==> src/rtl/frame_bank_sequencer.sv <==
// Capture/detect bank sequencer: rotates the camera writer and the classifier reader
// through 2**BANK_W frame banks, reports dropped frames and guards detect with a watchdog.
module frame_bank_sequencer #(
  parameter int ADDR_W  = 15,
  parameter int BANK_W  = 1,
  parameter int TIMEOUT = 0,
  parameter int TO_W    = 24
) (
  input  logic                     clk,
  input  logic                     rst,
  input  logic                     run_mode,
  input  logic                     go,
  input  logic                     cap_done,
  input  logic                     detect_done,
  input  logic                     write_en_in,
  input  logic [ADDR_W-1:0]        wr_addr,
  input  logic [ADDR_W-1:0]        classifier_rd_addr,
  output logic [ADDR_W+BANK_W-1:0] wr_addr_out,
  output logic [ADDR_W+BANK_W-1:0] rd_addr_out,
  output logic                     write_en_out,
  output logic                     detect_en,
  output logic                     busy,
  output logic                     frame_drop,
  output logic                     timeout_err
);

  localparam int              NUM_BANKS = 2 ** BANK_W;
  localparam logic [TO_W-1:0] WD_LAST   = TO_W'(TIMEOUT - 1);

  typedef enum logic [1:0] {C_IDLE, C_WAIT_SOF, C_WRITE} cap_state_t;
  typedef enum logic       {D_IDLE, D_RUN}               det_state_t;

  cap_state_t           cap_state;
  det_state_t           det_state;
  logic                 cap_done_z;
  logic                 go_latched;
  logic [NUM_BANKS-1:0] full;
  logic [NUM_BANKS-1:0] full_clr;
  logic [BANK_W-1:0]    cap_bank;
  logic [BANK_W-1:0]    cap_bank_nxt;
  logic [BANK_W-1:0]    det_bank;
  logic [TO_W-1:0]      wd_cnt;
  logic                 rise;
  logic                 wd_expired;
  logic                 det_release;
  logic                 cap_store;
  logic                 next_free;

  assign rise         = cap_done & ~cap_done_z;
  assign cap_bank_nxt = cap_bank + BANK_W'(1);
  assign wd_expired   = (TIMEOUT != 0) && (wd_cnt == WD_LAST);
  assign det_release  = (det_state == D_RUN) && (detect_done || wd_expired);
  assign cap_store    = (cap_state == C_WRITE) && rise;

  // Bank occupancy as it will look after this cycle's detect release; the
  // free-running continue decision must see a bank the reader is just handing back.
  // NOTE: full_clr gets its default before the conditional update, so no latch is inferred.
  always_comb begin
    full_clr = full;
    if (det_release) full_clr[det_bank] = 1'b0;
  end

  assign next_free = ~full_clr[cap_bank_nxt];

  assign write_en_out = (cap_state == C_WRITE) & write_en_in;
  assign busy         = (cap_state != C_IDLE) | (det_state == D_RUN);
  assign wr_addr_out  = {cap_bank, wr_addr};
  assign rd_addr_out  = {det_bank, classifier_rd_addr};

  always_ff @(posedge clk) begin
    if (rst) begin
      full <= '0;
    end else begin
      full <= full_clr;
      // NOTE: the later non-blocking write to the same bit wins; set and clear never hit the same bank.
      if (cap_store) full[cap_bank] <= 1'b1;
    end
  end

  always_ff @(posedge clk) begin
    if (rst) begin
      cap_state  <= C_IDLE;
      cap_done_z <= 1'b0;
      go_latched <= 1'b0;
      cap_bank   <= '0;
      frame_drop <= 1'b0;
    end else begin
      cap_done_z <= cap_done;
      frame_drop <= 1'b0;
      case (cap_state)
        C_IDLE: begin
          if (go) go_latched <= 1'b1;
          if (rise && run_mode && full[cap_bank]) frame_drop <= 1'b1;
          if ((go_latched || run_mode) && !full[cap_bank]) cap_state <= C_WAIT_SOF;
        end
        C_WAIT_SOF: begin
          if (rise) begin
            cap_state  <= C_WRITE;
            go_latched <= 1'b0;
          end
        end
        C_WRITE: begin
          // The end-of-frame rise doubles as the next frame's start when streaming.
          if (rise) begin
            cap_bank <= cap_bank_nxt;
            if (!run_mode) begin
              cap_state <= C_IDLE;
            end else if (!next_free) begin
              frame_drop <= 1'b1;
              cap_state  <= C_IDLE;
            end
          end
        end
        default: cap_state <= C_IDLE;
      endcase
    end
  end

  always_ff @(posedge clk) begin
    if (rst) begin
      det_state   <= D_IDLE;
      det_bank    <= '0;
      wd_cnt      <= '0;
      detect_en   <= 1'b0;
      timeout_err <= 1'b0;
    end else begin
      timeout_err <= 1'b0;
      case (det_state)
        D_IDLE: begin
          if (full[det_bank]) begin
            det_state <= D_RUN;
            wd_cnt    <= '0;
            detect_en <= 1'b1;
          end
        end
        D_RUN: begin
          if (det_release) begin
            det_state   <= D_IDLE;
            det_bank    <= det_bank + BANK_W'(1);
            detect_en   <= 1'b0;
            timeout_err <= ~detect_done;
          end else begin
            wd_cnt <= wd_cnt + TO_W'(1);
          end
        end
      endcase
    end
  end

endmodule

==> config.mk <==
export PLATFORM = sky130hd
export DESIGN_NAME = frame_bank_sequencer
export DESIGN_NICKNAME = d
export VERILOG_FILES = /design/src/rtl/frame_bank_sequencer.sv
export SDC_FILE = /design/constraint.sdc
export NUM_CORES = 1
export LEC_CHECK = 0
export BUFFER_PORTS_ARGS = -buffer_cell sky130_fd_sc_hd__buf_2
export CORE_MARGIN = 5
export CORE_UTILIZATION = 38
export CTS_CLUSTER_SIZE = 14
export DETAILED_ROUTE_END_ITERATION = 16
export GPL_TIMING_DRIVEN = 0
export PLACE_DENSITY = 0.82
export SLEW_MARGIN = 10
export SYNTH_ARGS = -nofsm -noshare
export SYNTH_HDL_FRONTEND = slang
export SYNTH_SLANG_ARGS = --single-unit
==> constraint.sdc <==
create_clock -name clk -period 3.4 [get_ports clk]
set_input_delay 0.34 -clock clk [delete_from_list [all_inputs] [get_ports clk]]
set_output_delay 0.34 -clock clk [all_outputs]
set_load 0.1 [all_outputs]
==> run summary <==
Row Count -> 16
Chip height -> 55.0 um
Routed Antenna Nets -> 0
P_leak -> 0.537 nW
Crit path required time -> 3060 ps
Number of synthesized flops with an enable pin -> 0
Startpoint class of the critical path -> register
Worst Path Max Fanout -> 9
Syn nets -> 126
IO buf count -> 43
Register area share after synthesis -> 31.3%
Hold_buf cts -> 0
Kind of cell adding the most delay to the critical path -> flip-flops
Die W -> 55.0 um
Commonest non-fill, non-tap cell in the layout -> buf_2
DP HPWL -> 1.50 mm
Final core occ -> 54.3%
Syn_area_per_cell -> 8.63 um2
Clock transition at the registers of the reported paths -> 80 ps
Area share of the largest cell type after synthesis -> 31.3%
Top Ports -> 74
Final net count -> 174
Hold Crit Class -> in -> reg
GP Congestion -> 0.771
Outcome -> finished clean
Routed WL -> 1.77 mm
Fmax -> 532 MHz
Diode count -> 0
Slowest CP cell -> dfxtp_1
Critical Path End Type -> primary output
Leading cell types in the layout, fill and taps excluded -> buf_2, buf_4, dfxtp_1
First-pass GRT wire length -> 2.53 mm
Yosys warning count -> 0
Power Dens Cells -> 497 nW/um2
Yosys cell types -> 28
TritonCTS clock tree -> done
Crit-path cells -> nor2b_1 > and2_1 > buf_2
Gr ovfl total -> 0
Total track usage -> 11.7%
Root Buffer Master -> clkbuf_4
Largest net degree at the start of global routing -> 11
Latest clock arrival within the worst-skew pair -> 270 ps
Vias -> 727
Initial drt markers -> 8
Largest area contributor in the netlist -> dfxtp_1
Syn Inst Count -> 89
Synth area leaders -> dfxtp_1, buf_4, nor2b_1
Die area -> 3020 um2
Initial antenna violation count -> 0
CTS Buffer Depth -> 2
Tmin final -> 1880 ps
Vias in the first global route -> 632
Finished Layout Cells -> 163
Htree depth -> 1
R2r setup slk -> 2180 ps
CTS Sinks -> 12
RSZ-0062 raised after global routing -> false
DR WL/cell -> 10.9 um
Worst Skew -> 2.75 ps
Detailed Routing Iterations Pass 1 -> 2
Dpl cells -> 159
Worst stage delay on the critical path -> 470 ps
# setup viols final -> 0
Starting Density -> 39.6%
Post-synth top flop -> dfxtp_1
Setup TNS -> 0 ps
Vias per cell -> 4.46
CTS buffer count -> 3
Setup Buffers After CTS -> 0
DRC violations left -> 0
Layout Area Growth over Synthesis -> 37.1%
Post-DP Area -> 1020 um2
Buffers and inverters on the worst path -> 1
Share of layout cells above drive strength 1 -> 60.3%
Synth Register Bits -> 12
Ys async rst share -> 0%
Total core area -> 1940 um2
Max Cap Viol -> 0
Final Instance Area -> 1050 um2
Critical path data arrival time -> 1540 ps
Critical setup path kind -> reg -> out
Slew Limit Fails -> 0
Worst IR Drop VDD -> 0.274 mV
Fin crit share -> 55.3%
Mapped Area -> 768 um2
Final hold viol count -> 0
Post-cts sizing count -> 0
-- Yosys cell counts, drive strengths merged (2+ instances only) --
library cell	n
nor2	4
nor2b	4
nand2b	3
buf	32
nand2	4
dfxtp	12
mux2i	2
or3	2
a22oi	2
inv	3
a21oi	3
o21ai	2
and2	2
-- layout make-up --
cell class              count  area, um2
fillers                   176        888
multi-input cells          41        273
flip-flops and latches     12        240
well taps                  27       33.8
repair buffers             43        215
inverters                   3       11.3
plain buffers              33        244
clock buffers               4       36.3
-- through the flow --
step | setup WS [ps] | power (W) | hold WS (ps)
after global placement | 1850 | 0.000412 | 476
after floorplan | 1710 | 0.000384 | 464
final | 1520 | 0.000524 | 306
after CTS | 1510 | 0.000531 | 296
after global routing | 1420 | 0.000548 | 339
after detailed placement | 1820 | 0.000414 | 479
-- registers in the layout (all words and copies together) (netlist names) --
name / cells
cap_bank: 1
cap_done_z: 1
detect_en: 1
full: 2
frame_drop: 1
timeout_err: 1
det_state: 1
cap_state: 2
go_latched: 1
det_bank: 1
-- final timing paths --
check / start / endpoint / cells after the start
setup / recovery: cap_state[1] / write_en_out / 3
hold / removal: cap_done / cap_done_z / 2
setup reg to reg: cap_bank / frame_drop / 3
hold reg to reg: go_latched / go_latched / 2
-- routing by layer --
metal | global-route usage [%] | vias up | wire, um | share of wire (%)
met5 | 0 | - | 0 | 0
met4 | 6.07 | 0 | 23 | 1.3
met3 | 2.68 | 3 | 272 | 15
met2 | 19.9 | 47 | 849 | 48
met1 | 13.5 | 311 | 626 | 35
li1 | - | 366 | - | -
-- report_power, final --
group | internal (W) | total (W) | switching, W | leakage (nW)
sequential | 0.000148 | 0.000157 | 0.00000870 | 0.0981
combinational | 0.0000525 | 0.000253 | 0.000200 | 0.418
clock | 0.0000651 | 0.000114 | 0.0000489 | 0.0210
total | 0.000266 | 0.000524 | 0.000258 | 0.537
-- kinds of logic after synthesis --
| logic type | count (synthesis) | share of synthesized area [%] |
|---|---|---|
| xor+xnor | 1 | 1.14 |
| flops | 12 | 31.3 |
| simple gates | 24 | 18.2 |
| buf+inv | 36 | 33.2 |
| compound gates | 13 | 13.0 |
| other cells | 1 | 0.488 |
| mux | 2 | 2.61 |
-- worst register-to-register path, cell delays in order (launching register included) --
cell and delay [ps]:
dfxtp_1 440, mux2i_1 130, or3_1 330, o32ai_2 240
(Power assumes the default switching activity.)
